## config.mk

```make
export PLATFORM = sky130hd
export DESIGN_NAME = lsu_flat
export DESIGN_NICKNAME = d
export VERILOG_FILES = /design/src/rtl/lsu_if.sv /design/src/rtl/lsu.sv /design/src/flat_wrapper.sv
export SDC_FILE = /design/constraint.sdc
export NUM_CORES = 1
export LEC_CHECK = 0
export ABC_AREA = 1
export CAP_MARGIN = 20
export CORE_MARGIN = 2
export CORE_UTILIZATION = 35
export CTS_BUF_LIST = sky130_fd_sc_hd__clkbuf_16
export DETAILED_ROUTE_END_ITERATION = 7
export PLACE_DENSITY = 0.71
export RECOVER_POWER = 50
export REMOVE_ABC_BUFFERS = 1
export SETUP_SLACK_MARGIN = 0.15
export SLEW_MARGIN = 20
export SYNTH_ARGS = -nofsm -noshare
export SYNTH_HDL_FRONTEND = slang
export SYNTH_SLANG_ARGS = --single-unit
export TNS_END_PERCENT = 100
```

## constraint.sdc

```tcl
create_clock -name clk_i -period 2.1 [get_ports clk_i]
set_input_delay 0.315 -clock clk_i [delete_from_list [all_inputs] [get_ports clk_i]]
set_output_delay 0.315 -clock clk_i [all_outputs]
set_load 0.1 [all_outputs]
```

## src/rtl/lsu_if.sv

```systemverilog
// Bundles the signals between the load/store unit, the core and the data-side
// memory targets (on-chip RAM and I/O region).
//   slave  : the LSU itself. It receives core requests and target responses, and
//            drives the completion and the bus request.
//   master : the environment around the LSU (core + targets).
// Core side : valid_i/ready_o handshake, we_i, addr_i, wdata_i, hb_i, uload_i
//             in; done_o, err_o, err_code_o, rdata_o out.
// Bus side  : mem_req_o, mem_ce_ram_o, mem_ce_io_o, mem_addr_o, mem_wdata_o,
//             mem_we_o, mem_hb_o, mem_uload_o out; per-target grant and read
//             data in.
interface lsu_if;
  logic        valid_i;
  logic        ready_o;
  logic        we_i;
  logic [31:0] addr_i;
  logic [31:0] wdata_i;
  logic [1:0]  hb_i;
  logic        uload_i;
  logic        done_o;
  logic        err_o;
  logic [1:0]  err_code_o;
  logic [31:0] rdata_o;

  logic        mem_req_o;
  logic        mem_ce_ram_o;
  logic        mem_ce_io_o;
  logic [31:0] mem_addr_o;
  logic [31:0] mem_wdata_o;
  logic        mem_we_o;
  logic [1:0]  mem_hb_o;
  logic        mem_uload_o;
  logic        mem_gnt_ram_i;
  logic        mem_gnt_io_i;
  logic [31:0] mem_rdata_ram_i;
  logic [31:0] mem_rdata_io_i;

  modport slave (
    input  valid_i, we_i, addr_i, wdata_i, hb_i, uload_i,
    input  mem_gnt_ram_i, mem_gnt_io_i, mem_rdata_ram_i, mem_rdata_io_i,
    output ready_o, done_o, err_o, err_code_o, rdata_o,
    output mem_req_o, mem_ce_ram_o, mem_ce_io_o, mem_addr_o, mem_wdata_o,
    output mem_we_o, mem_hb_o, mem_uload_o
  );

  modport master (
    output valid_i, we_i, addr_i, wdata_i, hb_i, uload_i,
    output mem_gnt_ram_i, mem_gnt_io_i, mem_rdata_ram_i, mem_rdata_io_i,
    input  ready_o, done_o, err_o, err_code_o, rdata_o,
    input  mem_req_o, mem_ce_ram_o, mem_ce_io_o, mem_addr_o, mem_wdata_o,
    input  mem_we_o, mem_hb_o, mem_uload_o
  );
endinterface

```

## src/rtl/lsu.sv

```systemverilog
// Load/store unit: accepts one memory operation at a time from the execute
// stage, checks size encoding and alignment, decodes the address into a RAM or
// I/O chip enable, holds the request stable until the selected target grants
// (or a timeout expires), extends load data and returns a registered
// one-cycle completion.
// Ports:
//   clk_i  : clock
//   rst_ni : asynchronous active-low reset
//   bus    : lsu_if.slave (core handshake + memory bus, see lsu_if.sv)
module lsu #(
  parameter logic [31:0] RAM_BASE  = 32'h0000_0000,
  parameter int          RAM_BYTES = 8192,
  parameter logic [31:0] IO_BASE   = 32'h8000_0000,
  parameter int          IO_BYTES  = 4096,
  parameter int          TIMEOUT   = 16
) (
  input logic  clk_i,
  input logic  rst_ni,
  lsu_if.slave bus
);

  typedef enum logic [1:0] {S_IDLE, S_WAIT, S_DONE} state_t;

  typedef enum logic [1:0] {
    ERR_NONE     = 2'b00,
    ERR_MISALIGN = 2'b01,
    ERR_DECODE   = 2'b10,
    ERR_TIMEOUT  = 2'b11
  } err_t;

  localparam int          CW       = $clog2(TIMEOUT + 1);
  localparam logic [31:0] RAM_MASK = 32'(RAM_BYTES - 1);
  localparam logic [31:0] IO_MASK  = 32'(IO_BYTES - 1);

  state_t        state, state_next;
  logic [CW-1:0] wait_cnt, wait_cnt_next;

  // Latched operation fields, driven straight onto the bus.
  logic        op_we;
  logic [31:0] op_offset;
  logic [31:0] op_wdata;
  logic [1:0]  op_hb;
  logic        op_uload;
  logic        sel_ram;
  logic        sel_io;

  // Registered completion outputs and their next values.
  logic        done_q, done_d;
  logic        err_q, err_d;
  err_t        code_q, code_d;
  logic [31:0] rdata_q, rdata_d;

  // Accept-time decode.
  logic        accept;
  logic        hit_ram, hit_io;
  logic        misalign;
  err_t        accept_code;
  logic [31:0] accept_offset;

  // WAIT-time response.
  logic        gnt_sel;
  logic [31:0] rdata_sel;
  logic [31:0] load_ext;

  assign accept  = bus.valid_i && (state == S_IDLE);
  assign hit_ram = (bus.addr_i & ~RAM_MASK) == RAM_BASE;
  assign hit_io  = (bus.addr_i & ~IO_MASK) == IO_BASE;

  assign misalign = ((bus.hb_i == 2'b10) && (bus.addr_i[1:0] != 2'b00)) ||
                    ((bus.hb_i == 2'b01) && bus.addr_i[0]);

  // Priority: illegal size, then alignment, then address decode.
  always_comb begin
    if (bus.hb_i == 2'b11)      accept_code = ERR_DECODE;
    else if (misalign)          accept_code = ERR_MISALIGN;
    else if (!hit_ram && !hit_io) accept_code = ERR_DECODE;
    else                        accept_code = ERR_NONE;
  end

  assign accept_offset = hit_ram ? (bus.addr_i - RAM_BASE) : (bus.addr_i - IO_BASE);

  // Only the selected target's grant counts; the other one is ignored.
  assign gnt_sel   = (sel_ram && bus.mem_gnt_ram_i) || (sel_io && bus.mem_gnt_io_i);
  assign rdata_sel = sel_ram ? bus.mem_rdata_ram_i : bus.mem_rdata_io_i;

  always_comb begin
    unique case (op_hb)
      2'b00:   load_ext = {{24{~op_uload & rdata_sel[7]}}, rdata_sel[7:0]};
      2'b01:   load_ext = {{16{~op_uload & rdata_sel[15]}}, rdata_sel[15:0]};
      default: load_ext = rdata_sel;
    endcase
  end

  // NOTE: every signal assigned in this block gets a default first, so no
  // path through the case leaves a value unassigned and infers a latch.
  always_comb begin
    state_next    = state;
    wait_cnt_next = wait_cnt;
    done_d        = 1'b0;
    err_d         = 1'b0;
    code_d        = ERR_NONE;
    rdata_d       = '0;

    unique case (state)
      S_IDLE: begin
        if (accept) begin
          wait_cnt_next = '0;
          if (accept_code != ERR_NONE) begin
            state_next = S_DONE;
            done_d     = 1'b1;
            err_d      = 1'b1;
            code_d     = accept_code;
          end else begin
            state_next = S_WAIT;
          end
        end
      end

      S_WAIT: begin
        wait_cnt_next = wait_cnt + 1'b1;
        // Grant is checked first so a grant in the timeout cycle still wins.
        if (gnt_sel) begin
          state_next = S_DONE;
          done_d     = 1'b1;
          rdata_d    = op_we ? 32'h0 : load_ext;
        end else if (wait_cnt_next == CW'(TIMEOUT)) begin
          state_next = S_DONE;
          done_d     = 1'b1;
          err_d      = 1'b1;
          code_d     = ERR_TIMEOUT;
        end
      end

      S_DONE: state_next = S_IDLE;

      default: state_next = S_IDLE;
    endcase
  end

  // NOTE: sequential state uses non-blocking assignments so every register
  // samples the pre-edge values of the others, independent of block order.
  always_ff @(posedge clk_i or negedge rst_ni) begin
    if (!rst_ni) begin
      state     <= S_IDLE;
      wait_cnt  <= '0;
      done_q    <= 1'b0;
      err_q     <= 1'b0;
      code_q    <= ERR_NONE;
      rdata_q   <= '0;
      op_we     <= 1'b0;
      op_offset <= '0;
      op_wdata  <= '0;
      op_hb     <= 2'b00;
      op_uload  <= 1'b0;
      sel_ram   <= 1'b0;
      sel_io    <= 1'b0;
    end else begin
      state    <= state_next;
      wait_cnt <= wait_cnt_next;
      done_q   <= done_d;
      err_q    <= err_d;
      code_q   <= code_d;
      rdata_q  <= rdata_d;
      if (accept) begin
        op_we     <= bus.we_i;
        op_offset <= accept_offset;
        op_wdata  <= bus.wdata_i;
        op_hb     <= bus.hb_i;
        op_uload  <= bus.uload_i;
        // A rejected op selects no target, so it never touches the bus.
        sel_ram   <= (accept_code == ERR_NONE) && hit_ram;
        sel_io    <= (accept_code == ERR_NONE) && !hit_ram && hit_io;
      end
    end
  end

  // Request and chip enables follow the state register directly, so an
  // asynchronous reset drops them immediately.
  assign bus.ready_o      = (state == S_IDLE);
  assign bus.mem_req_o    = (state == S_WAIT);
  assign bus.mem_ce_ram_o = (state == S_WAIT) && sel_ram;
  assign bus.mem_ce_io_o  = (state == S_WAIT) && sel_io;
  assign bus.mem_addr_o   = op_offset;
  assign bus.mem_wdata_o  = op_wdata;
  assign bus.mem_we_o     = op_we;
  assign bus.mem_hb_o     = op_hb;
  assign bus.mem_uload_o  = op_uload;

  assign bus.done_o     = done_q;
  assign bus.err_o      = err_q;
  assign bus.err_code_o = code_q;
  assign bus.rdata_o    = rdata_q;

endmodule
```

## src/flat_wrapper.sv

```systemverilog
// flat-port wrapper written by rule: the top's interface ports become plain ports
module lsu_flat 
#(
  parameter logic [31:0] RAM_BASE  = 32'h0000_0000,
  parameter int          RAM_BYTES = 8192,
  parameter logic [31:0] IO_BASE   = 32'h8000_0000,
  parameter int          IO_BYTES  = 4096,
  parameter int          TIMEOUT   = 16
)
  (clk_i, rst_ni, bus_valid_i, bus_we_i, bus_addr_i, bus_wdata_i, bus_hb_i, bus_uload_i, bus_mem_gnt_ram_i, bus_mem_gnt_io_i, bus_mem_rdata_ram_i, bus_mem_rdata_io_i, bus_ready_o, bus_done_o, bus_err_o, bus_err_code_o, bus_rdata_o, bus_mem_req_o, bus_mem_ce_ram_o, bus_mem_ce_io_o, bus_mem_addr_o, bus_mem_wdata_o, bus_mem_we_o, bus_mem_hb_o, bus_mem_uload_o);
  lsu_if bus_i ();
  input logic clk_i;
  input logic rst_ni;
  input wire logic [$bits(bus_i.valid_i)-1:0] bus_valid_i;
  input wire logic [$bits(bus_i.we_i)-1:0] bus_we_i;
  input wire logic [$bits(bus_i.addr_i)-1:0] bus_addr_i;
  input wire logic [$bits(bus_i.wdata_i)-1:0] bus_wdata_i;
  input wire logic [$bits(bus_i.hb_i)-1:0] bus_hb_i;
  input wire logic [$bits(bus_i.uload_i)-1:0] bus_uload_i;
  input wire logic [$bits(bus_i.mem_gnt_ram_i)-1:0] bus_mem_gnt_ram_i;
  input wire logic [$bits(bus_i.mem_gnt_io_i)-1:0] bus_mem_gnt_io_i;
  input wire logic [$bits(bus_i.mem_rdata_ram_i)-1:0] bus_mem_rdata_ram_i;
  input wire logic [$bits(bus_i.mem_rdata_io_i)-1:0] bus_mem_rdata_io_i;
  output wire logic [$bits(bus_i.ready_o)-1:0] bus_ready_o;
  output wire logic [$bits(bus_i.done_o)-1:0] bus_done_o;
  output wire logic [$bits(bus_i.err_o)-1:0] bus_err_o;
  output wire logic [$bits(bus_i.err_code_o)-1:0] bus_err_code_o;
  output wire logic [$bits(bus_i.rdata_o)-1:0] bus_rdata_o;
  output wire logic [$bits(bus_i.mem_req_o)-1:0] bus_mem_req_o;
  output wire logic [$bits(bus_i.mem_ce_ram_o)-1:0] bus_mem_ce_ram_o;
  output wire logic [$bits(bus_i.mem_ce_io_o)-1:0] bus_mem_ce_io_o;
  output wire logic [$bits(bus_i.mem_addr_o)-1:0] bus_mem_addr_o;
  output wire logic [$bits(bus_i.mem_wdata_o)-1:0] bus_mem_wdata_o;
  output wire logic [$bits(bus_i.mem_we_o)-1:0] bus_mem_we_o;
  output wire logic [$bits(bus_i.mem_hb_o)-1:0] bus_mem_hb_o;
  output wire logic [$bits(bus_i.mem_uload_o)-1:0] bus_mem_uload_o;
  assign bus_i.valid_i = bus_valid_i;
  assign bus_i.we_i = bus_we_i;
  assign bus_i.addr_i = bus_addr_i;
  assign bus_i.wdata_i = bus_wdata_i;
  assign bus_i.hb_i = bus_hb_i;
  assign bus_i.uload_i = bus_uload_i;
  assign bus_i.mem_gnt_ram_i = bus_mem_gnt_ram_i;
  assign bus_i.mem_gnt_io_i = bus_mem_gnt_io_i;
  assign bus_i.mem_rdata_ram_i = bus_mem_rdata_ram_i;
  assign bus_i.mem_rdata_io_i = bus_mem_rdata_io_i;
  assign bus_ready_o = bus_i.ready_o;
  assign bus_done_o = bus_i.done_o;
  assign bus_err_o = bus_i.err_o;
  assign bus_err_code_o = bus_i.err_code_o;
  assign bus_rdata_o = bus_i.rdata_o;
  assign bus_mem_req_o = bus_i.mem_req_o;
  assign bus_mem_ce_ram_o = bus_i.mem_ce_ram_o;
  assign bus_mem_ce_io_o = bus_i.mem_ce_io_o;
  assign bus_mem_addr_o = bus_i.mem_addr_o;
  assign bus_mem_wdata_o = bus_i.mem_wdata_o;
  assign bus_mem_we_o = bus_i.mem_we_o;
  assign bus_mem_hb_o = bus_i.mem_hb_o;
  assign bus_mem_uload_o = bus_i.mem_uload_o;
  lsu #(.RAM_BASE(RAM_BASE), .RAM_BYTES(RAM_BYTES), .IO_BASE(IO_BASE), .IO_BYTES(IO_BYTES), .TIMEOUT(TIMEOUT)) u_core (.clk_i(clk_i), .rst_ni(rst_ni), .bus(bus_i));
endmodule
```

==> results of run 1 <==
[power by group]
| part | total [µW] | switching [µW] | internal (µW) |
|---|---|---|---|
| Sequential | 2480 | 120 | 2360 |
| Combinational | 2300 | 1750 | 554 |
| Clock | 2360 | 914 | 1440 |
[kinds of logic (layout without fill, tap and decap cells)]
group | count (synthesis) | in the layout | synth area share [%]
simple gates | 306 | 306 | 25.5
flops | 113 | 113 | 59.1
compound gates | 54 | 54 | 7.14
buf+inv | 45 | 310 | 4.10
mux | 17 | 17 | 3.56
xor+xnor | 2 | 2 | 0.366
fa+ha+maj | 1 | 1 | 0.261
[synthesized netlist by cell type (3+ instances only)]
library cell,count
o21ai_0,14
nand3_1,8
a21oi_2,10
buf_2,7
dfrtp_1,113
inv_2,4
nand2_1,242
nor2_1,46
inv_1,17
clkbuf_1,13
nand4_1,3
mux2i_1,17
a21oi_1,22
[layout make-up]
class,count,area (µm²)
fill,1202,5680
multi-input combinational,380,1770
clock buffer,17,425
clock inverter,14,60.1
tap,176,220
inverter,21,82.6
timing repair buffer,258,2230
sequential,113,2830
[final timing paths]
| path | from | endpoint | slack (ns) | cells after the start |
|---|---|---|---|---|
| setup / recovery | u_core.state[0]$_DFFE_PN0P_ | bus_mem_ce_io_o | 0.25 | 5 |
| hold / removal | rst_ni | u_core.bus.mem_wdata_o[14]$_DFFE_PN0P_ | 0.41 | 2 |
| setup reg to reg | u_core.state[0]$_DFFE_PN0P_ | u_core.bus.rdata_o[26]$_DFF_PN0_ | 0.41 | 7 |
| hold reg to reg | u_core.bus.mem_wdata_o[14]$_DFFE_PN0P_ | u_core.bus.mem_wdata_o[14]$_DFFE_PN0P_ | 0.48 | 2 |
| max in group asynchronous | rst_ni | u_core.bus.rdata_o[3]$_DFF_PN0_ | 0.44 | 3 |
| min in group clk_i | bus_wdata_i[19] | u_core.bus.mem_wdata_o[19]$_DFFE_PN0P_ | 0.45 | 3 |
[metrics by stage]
step | worst slack (ns) | setup TNS, ns
after global routing | 0.166 | 0
final | 0.251 | 0
after floorplan | -3.16 | -224.67
after global placement | 0.205 | 0
after CTS | 0.145 | 0
after detailed placement | 0.140 | 0
[layout by cell type, fill, tap and decap left out, drive strengths merged, types with 15 or more instances in the layout]
cell type / count
nand2: 242
clkdlybuf4s50: 135
dfrtp: 113
clkbuf: 73
buf: 66
nor2: 48
a21oi: 32
inv: 23
mux2i: 17
o21ai: 15
[sequential cells by signal, summed over array words and instances (netlist names)]
register	flops
u_core.bus.mem_uload_o	1
u_core.bus.err_code_o	2
u_core.state	2
u_core.sel_io	1
u_core.bus.err_o	1
u_core.bus.mem_wdata_o	32
u_core.bus.mem_hb_o	2
u_core.wait_cnt	5
u_core.bus.mem_addr_o	32
u_core.bus.rdata_o	32
u_core.bus.done_o	1
u_core.bus.mem_we_o	1
u_core.sel_ram	1
[repair_timing]
| action | 4_1_cts | 5_1_grt |
|---|---|---|
| hold buffers | 1 | 0 |
| resized for setup | 2 | 1 |
| endpoints found under the setup margin | 2 | 2 |
| hold endpoints to repair | 14 | 0 |
| buffers inserted | 0 | 3 |
| pin swaps | 0 | 1 |
[metal layers]
metal	part of all wire (%)	GRT usage [%]	up-vias
li1	-	-	2194
met3	12	9.12	19
met4	1.4	7.27	0
met1	40	24.2	2115
met2	46	34.2	226
met5	0	0	-
==> metrics.md, run 1 <==
| Metric | Value |
|---|---|
| Placed Area | between 7000 and 8000 µm² |
| Critical Path RT | ~1.8 ns |
| Worst rel slew slack | 47.4% |
| Slowest CP cell | dfrtp_1 |
| Initial antenna violation count | 0 |
| Worst setup EP type | output pin |
| Clk pin slew, worst setup/hold paths | around 0.05 ns |
| CP Class | reg2out |
| Clock Skews | approximately 0.0063 ns |
| Area Growth Syn to Fin | 59.0% |
| Tcrit/Tclk final | a little under 90% |
| Global route overflow | 0 |
| Final hold slack | about 0.41 ns |
| Dpl cells | around 940 |
| Full die area | roughly 15000 µm² |
| Worst-skew pair later-pin latency | approximately 0.4 ns |
| Number of global-route vias before repair | 4738 |
| First-pass GRT wire length | around 24000 µm |
| Final Hold Fails | 0 |
| #FFs+latches synth | roughly 110 |
| Post-synth top area cell | dfrtp_1 |
| Max Buffers Root-to-Sink | 2 |
| Layout Nets | 929 |
| Synth unique cells | 30 |
| Critical path cell sequence | inv_1 > nor2_4 > clkinvlp_4 > nor2_2 > buf_12 |
| Min Tclk post-route | approximately 1.8 ns |
| Hold crit path type | in2async |
| Total power | about 7000 µW |
| DP Wirelength | roughly 11000 µm |
| Final WL | 14800 µm |
| Max-cap violations | 0 |
| Fin. max-slew vios | 0 |
| Clock Sinks | around 110 |
| # diodes | 0 |
| Worst-margin pin slew | a little under 0.8 ns |
| Total track usage | approximately a fifth |
| EDFF count, synth | 0 |
| Vias per cell | 4.65 |
| # setup viols final | 0 |
| Die Ht | about 120 µm |
| Yosys warns | 0 |
| FP Rows | 42 |
| CP bufs+invs | 3 |
| Final Util | 57.2% |
| Initial core utilization | a little over a third |
| Cts bufs inserted | 17 |
| Fin cells | approximately 980 |
| Worst vdd ir | around 0.6 mV |
| Worst Path Arrival | around 1.5 ns |
| Syn Area/Cell | around 8.9 µm² |
| Max Fclk | about 0.54 GHz |
| H-Tree Depth | 4 |
| Share of post-route cells with drive strength above 1 | 21.3% |
| DR pass1 iterations | 5 |
| Final Cell Area | around 7600 µm² |
| WL per Instance | about 15 µm |
| Port Buffer Count | between 200 and 250 |
| Root Driver | clkbuf_16 |
| Startpoint types | flop |
| Top delay family on crit path | buffers and inverters |
| Iteration-0 DRC Markers | around 230 |
| Run status | finished, final reports clean |
| Static leakage | 0.00382 µW |
| # IOs | 245 |
| DR vias | around 4600 |
| Async SR Flop Fraction | between 90% and 100% |
| Final antenna-violating net count | 0 |
| Power Density | 938 nW/µm² |
| Post-synth top area share | 59.1% |
| GPL Wtd Cong | between 0.8 and 0.9 |
| Slowest cell delay on critical path | between 0.3 and 0.4 ns |
| CTS tree | built |
| Post-synthesis sequential area ratio | 59.1% |
| CORE AREA | approximately 13000 µm² |
| Post-Syn Instances | approximately 540 |
| Synth area leaders | dfrtp_1 59%, nand2_1 19%, nor2_1 3.6% |
| Crit-path max FO | 7 |
| Remaining DRCs | 0 |
| Die width | 121 µm |
| Mapped Area | between 4000 and 5000 µm² |
| Ys flop type | dfrtp_1 |
| Largest net degree at the start of global routing | 60 |
| RSZ-0062 raised after global routing | false |
Power figures use the tool's default switching activity.
==> run 2: changes to the inputs <==
Settings changed: CORE_MARGIN 2 to 3.
==> run 2 against run 1 <==
The flow now finishes with violations (capacitance limit, slew limit). Clock power up 19%. Sequential share of layout area down 0.34 points. Maximum frequency up 2.2%. Critical path type unchanged. Clock skew up 0.0059 ns. Design area up 0.94%. Via count down 1.3%. Critical endpoint unchanged. Sequential power about the same. Sequential cell count unchanged. Count of clock-buffer cells in the layout unchanged.
==> metrics.md, run 2 (same netlist as run 1, synthesis figures left out) <==
| Metric | Value |
|---|---|
| Worst-skew pair later-pin latency | 0.41 ns (about the same) |
| Filler Cell Count | 1194 (-0.67%) |
| Final hold slack | 0.416 ns (+0.00827 ns) |
| Worst reg2reg setup slack | 0.39 ns (-0.02 ns) |
| H-Tree Depth | 4 (unchanged) |
| Max Fclk | 0.553 GHz (+2.2%) |
| Min Tclk post-route | 1.81 ns (-0.0392 ns) |
| First-pass GRT wire length | 22800 µm (-3.1%) |
| Max Buffers Root-to-Sink | 2 (unchanged) |
| # diodes | 0 (unchanged) |
| Largest net degree at the start of global routing | 114 (+90%) |
| Power Density | 986 nW/µm² (+5.1%) |
| Cts bufs inserted | 17 (unchanged) |
| Failing checks | capacitance limit, slew limit |
| Initial antenna violation count | 0 (unchanged) |
| Worst-margin pin slew | 1.55 ns (+0.757 ns) |
| Die width | 123 µm (+1.7%) |
| Final Cell Area | 7680 µm² (+0.94%) |
| Global route overflow | 0 (unchanged) |
| Hold Buf Count CTS | 0 (-1) |
| Run status | finished, violations left |
| Clock Sinks | 113 (unchanged) |
| Startpoint types | flop |
| FP Rows | 42 (unchanged) |
| DR vias | 4495 (-1.3%) |
| Clock Skews | 0.0122 ns (+0.00588 ns) |
| Vias per cell | 4.59 (-1.3%) |
| Critical Path RT | 1.78 ns (about the same) |
| Worst vdd ir | 0.609 mV (-1.1%) |
| Clk pin slew, worst setup/hold paths | 0.05 ns (about the same) |
| Number of global-route vias before repair | 4596 (-3.0%) |
| Final antenna-violating net count | 0 (unchanged) |
| Worst setup EP type | output pin |
| Share of post-route cells with drive strength above 1 | 21.7% (+0.37 points) |
| DR pass1 iterations | 4 (-1) |
| CORE AREA | 13300 µm² (unchanged) |
| # IOs | 245 (unchanged) |
| Leading cell types in the layout, fill and taps excluded | 241 x nand2_1, 135 x clkdlybuf4s50_1, 113 x dfrtp_1 |
| GPL Wtd Cong | 0.835 (+0.65%) |
| Crit-path max FO | 4 (-3) |
| Commonest non-fill, non-tap cell in the layout | nand2_1 |
| Setup tns final | 0 ns (unchanged) |
| Root Driver | clkbuf_16 |
| Remaining DRCs | 0 (unchanged) |
| Layout Nets | 928 (-0.11%) |
| Area Growth Syn to Fin | 60.5% |
| Final WL | 15000 µm (+1.4%) |
| Total track usage | 19.9% (-0.95 points) |
| Full die area | 15100 µm² (+3.3%) |
| Tcrit/Tclk final | 86.2% (-1.9 points) |
| RSZ-0062 raised after global routing | false |
| WL per Instance | 15.3 µm (+1.4%) |
| Worst rel slew slack | -3.06% (-50 points) |
| Placed Area | 7220 µm² (-0.17%) |
| Die Ht | 123 µm (+1.7%) |
| Static leakage | 0.00384 µW (+0.43%) |
| Hold crit path type | in2async |
| CP Class | reg2out |
| # setup viols final | 0 (unchanged) |
| Worst Path Arrival | 1.49 ns (-0.04 ns) |
| Final Hold Fails | 0 (unchanged) |
| DP Wirelength | 11200 µm (-1.0%) |
| Iteration-0 DRC Markers | 215 (-8.1%) |
| Initial core utilization | 36.0% (unchanged) |
| Port Buffer Count | 244 (unchanged) |
| Final Util | 57.8% (+0.54 points) |
| Max-cap violations | 1 (+1) |
| Fin. max-slew vios | 114 (+114) |
| CTS tree | built |
run 2: report_power, final:
group	internal (µW)	leakage, µW	switching, µW	total [µW]
combinational	551	0.00210	1750	2300
sequential	2360	0.00146	118	2480
clock	1830	0.000279	973	2800
total	4740	0.00384	2840	7570
run 2: area by class of cell:
cell class                 instances  area (µm²)  area share (%)
clock buffer                      17         425            5.54
clock inverter                    15         150            1.95
inverter                          21        82.6            1.07
multi-input combinational        380        1770            23.0
sequential                       113        2830            36.8
tap                              176         220            2.87
timing repair buffer             257        2210            28.7
run 2: repair_timing:
item	4_1_cts	5_1_grt
endpoints found under the setup margin	2	2
gates resized for setup	0	3
pin swaps	0	1
setup buffers	0	3
run 2: path summary, 6_finish.rpt:
path                                                           to                                   from  cells past startpoint
setup / recovery                                  bus_mem_ce_io_o            u_core.state[0]$_DFFE_PN0P_                      5
hold / removal                   u_core.bus.rdata_o[14]$_DFF_PN0_                                 rst_ni                      2
setup reg to reg                 u_core.bus.rdata_o[19]$_DFF_PN0_             u_core.sel_ram$_DFFE_PN0P_                      4
hold reg to reg             u_core.bus.mem_addr_o[10]$_DFFE_PN0P_  u_core.bus.mem_addr_o[10]$_DFFE_PN0P_                      2
max in group asynchronous  u_core.bus.mem_wdata_o[10]$_DFFE_PN0P_                                 rst_ni                      2
min in group clk_i          u_core.bus.mem_addr_o[10]$_DFFE_PN0P_                         bus_addr_i[10]                      3
run 2: per-layer routing:
layer | up-vias | global-route usage, % | wire [µm]
met5 | - | 0 | 0
met4 | 0 | 8.40 | 297
met3 | 22 | 10.1 | 2090
met2 | 213 | 30.6 | 6840
met1 | 2074 | 23.4 | 5760
li1 | 2186 | - | -
run 2: critical path: stages (launching register included):
cell and delay (ns):
dfrtp_1 0.34, inv_1 0.09, nor2_4 0.18, clkinvlp_4 0.14
nor2_2 0.14, buf_12 0.19
run 2: through the flow:
step	setup slack [ns]	instances	power, µW
CTS	0.101	976	7700
global route	0.200	979	7890
floorplan	-3.16	514	4090
finish	0.290	979	7570
detailed placement	0.138	944	4860
global placement	0.145	944	4840
==> run 3: changes to the inputs <==
Settings changed: MAX_ROUTING_LAYER set to met4.
==> run 3 against run 2 <==
The flow still finishes with violations (capacitance limit, slew limit). Total power up 0.14%. Wire length grew 0.47%. Global-route usage is 0.63 points higher. Die area stayed put. Design area is the same. Critical path type unchanged.
==> metrics.md, run 3 (same netlist as run 1, synthesis figures left out) <==
| Metric | Value |
|---|---|
| First-pass GRT wire length | 22900 µm (+0.12%) |
| Area Growth Syn to Fin | 60.5% (unchanged) |
| Vias per cell | 4.60 (+0.24%) |
| DR pass1 iterations | 4 (unchanged) |
| Setup tns final | 0 ns (unchanged) |
| DP Wirelength | 11200 µm (unchanged) |
| Clock share of power | 37.0% (about the same) |
| GR peak layer | met2 |
| Max Fclk | 0.552 GHz (about the same) |
| Leading cell types in the layout, fill and taps excluded | 241 x nand2_1, 135 x clkdlybuf4s50_1, 113 x dfrtp_1 |
| Area of the multi-input gates | 1770 µm² (unchanged) |
| CTS tree | built |
| Initial core utilization | 36.0% (unchanged) |
| Total track usage | 20.5% (+0.63 points) |
| Run status | finished, violations left |
| Sequential share of power | 32.7% (about the same) |
| Final Util | 57.8% (unchanged) |
| Static leakage | 0.00384 µW (about the same) |
| Clock Skews | 0.0128 ns (+0.000565 ns) |
| Final Hold Fails | 0 (unchanged) |
| Full die area | 15100 µm² (unchanged) |
| Placed Area | 7220 µm² (unchanged) |
| Area occupied by registers | 2830 µm² (unchanged) |
| Combinational cell fraction of total power | 30.3% (about the same) |
| Max-cap violations | 1 (unchanged) |
| Hold crit path type | in2async |
| Share of post-route cells with drive strength above 1 | 21.7% (unchanged) |
| Global-route met1 utilization | 24.6% (+1.2 points) |
| Hold Buf Count CTS | 0 (unchanged) |
| Die width | 123 µm (unchanged) |
| CP Class | reg2out |
| Sw power | 2850 µW (+0.32%) |
| H-Tree Depth | 4 (unchanged) |
| Worst-margin pin slew | 1.55 ns (+0.00681 ns) |
| CORE AREA | 13300 µm² (unchanged) |
| Tcrit/Tclk final | 86.2% (about the same) |
| Min Tclk post-route | 1.81 ns (+0.00117 ns) |
| # IOs | 245 (unchanged) |
| Port Buffer Count | 244 (unchanged) |
| Failing checks | capacitance limit, slew limit |
| Switching share of power | 37.5% (+0.066 points) |
| Final antenna-violating net count | 0 (unchanged) |
| Worst rel slew slack | -3.52% (-0.45 points) |
| # setup viols final | 0 (unchanged) |
| GPL Wtd Cong | 0.848 (+1.5%) |
| P_int | 4740 µW (about the same) |
| Critical Path RT | 1.78 ns (about the same) |
| Startpoint types | flop |
| Iteration-0 DRC Markers | 235 (+9.3%) |
| # diodes | 0 (unchanged) |
| Largest net degree at the start of global routing | 114 (unchanged) |
| Final Cell Area | 7680 µm² (unchanged) |
| Max Buffers Root-to-Sink | 2 (unchanged) |
| FP Rows | 42 (unchanged) |
| Routing usage on met3 | 7.91% (-2.2 points) |
| RSZ-0062 raised after global routing | false |
| Worst setup EP type | output pin |
| Number of global-route vias before repair | 4605 (+0.20%) |
| Crit-path max FO | 4 (unchanged) |
| Final WL | 15100 µm (+0.47%) |
| Commonest non-fill, non-tap cell in the layout | nand2_1 |
| Worst Path Arrival | 1.50 ns (about the same) |
| Filler Cell Count | 1196 (+0.17%) |
| Worst vdd ir | 0.609 mV (about the same) |
| WL per Instance | 15.4 µm (+0.47%) |
| Initial antenna violation count | 0 (unchanged) |
| Power Density | 987 nW/µm² (+0.14%) |
| Global route overflow | 0 (unchanged) |
| Layout Nets | 928 (unchanged) |
| Root Driver | clkbuf_16 |
| Worst-skew pair later-pin latency | 0.41 ns (about the same) |
| Clock Sinks | 113 (unchanged) |
| Die Ht | 123 µm (unchanged) |
| Remaining DRCs | 0 (unchanged) |
| Fin. max-slew vios | 114 (unchanged) |
| Met2 GRT Util | 31.0% (+0.38 points) |
| Cts bufs inserted | 17 (unchanged) |
| Clk pin slew, worst setup/hold paths | 0.05 ns (about the same) |
| DR vias | 4506 (+0.24%) |
[run 3: cell counts in the layout (fill, tap and decap cells not counted)]
No cell type changed its count.
[run 3: per-stage QoR]
stage                     power [µW]  hold slack (ns)  worst slack [ns]  cells
after floorplan                 4090           0.0194             -3.16    514
after global placement          4840            0.441             0.145    944
after detailed placement        4860            0.459             0.138    944
after CTS                       7700           0.0127             0.101    976
after global routing            7900            0.420             0.202    979
final                           7580            0.420             0.289    979
[run 3: critical path, stage by stage, from the launching register on]
cell	delay (ns)
dfrtp_1	0.34
inv_1	0.09
nor2_4	0.18
clkinvlp_4	0.14
nor2_2	0.14
buf_12	0.19
[run 3: repair_timing]
| item | CTS | global route |
|---|---|---|
| pin swaps | 0 | 1 |
| setup buffers | 0 | 3 |
| resized for setup | 0 | 3 |
| gates cloned | 0 | 0 |
| endpoints found under the setup margin | 2 | 2 |
[run 3: worst paths after layout]
| kind | startpoint | end | slack [ns] | cells past startpoint |
|---|---|---|---|---|
| min in group clk_i | bus_addr_i[6] | u_core.bus.mem_addr_o[6]$_DFFE_PN0P_ | 0.44 | 3 |
| worst max-delay path | u_core.state[0]$_DFFE_PN0P_ | bus_mem_ce_io_o | 0.29 | 5 |
| worst min-delay path | rst_ni | u_core.bus.rdata_o[14]$_DFF_PN0_ | 0.42 | 2 |
| worst max register to register | u_core.sel_ram$_DFFE_PN0P_ | u_core.bus.rdata_o[19]$_DFF_PN0_ | 0.39 | 4 |
| max in group asynchronous | rst_ni | u_core.bus.mem_addr_o[7]$_DFFE_PN0P_ | 0.72 | 2 |
| worst min register to register | u_core.bus.mem_addr_o[10]$_DFFE_PN0P_ | u_core.bus.mem_addr_o[10]$_DFFE_PN0P_ | 0.47 | 2 |
[run 3: final cells by class]
cell class                 instances  area share (%)
clock buffer                      17            5.54
clock inverter                    15            1.95
inverter                          21            1.07
multi-input combinational        380            23.0
sequential                       113            36.8
tap                              176            2.87
timing repair buffer             257            28.7
[run 3: metal layers]
metal  up-vias  share of wire (%)
met5         -                  0
met4         0                2.0
met3        22                 12
met2       211                 46
met1      2087                 40
li1       2186                  -
[run 3: power by group through the flow]
| stage | Sequential [µW] | Combinational [µW] | Clock, µW |
|---|---|---|---|
| 2_1_floorplan | 3800 | 287 | 0 |
| 3_3_place_gp | 2500 | 2340 | 0 |
| 3_5_place_dp | 2500 | 2360 | 0 |
| 4_1_cts | 2480 | 2360 | 2870 |
| 5_1_grt | 2500 | 2410 | 2990 |
| 6_report | 2480 | 2300 | 2810 |
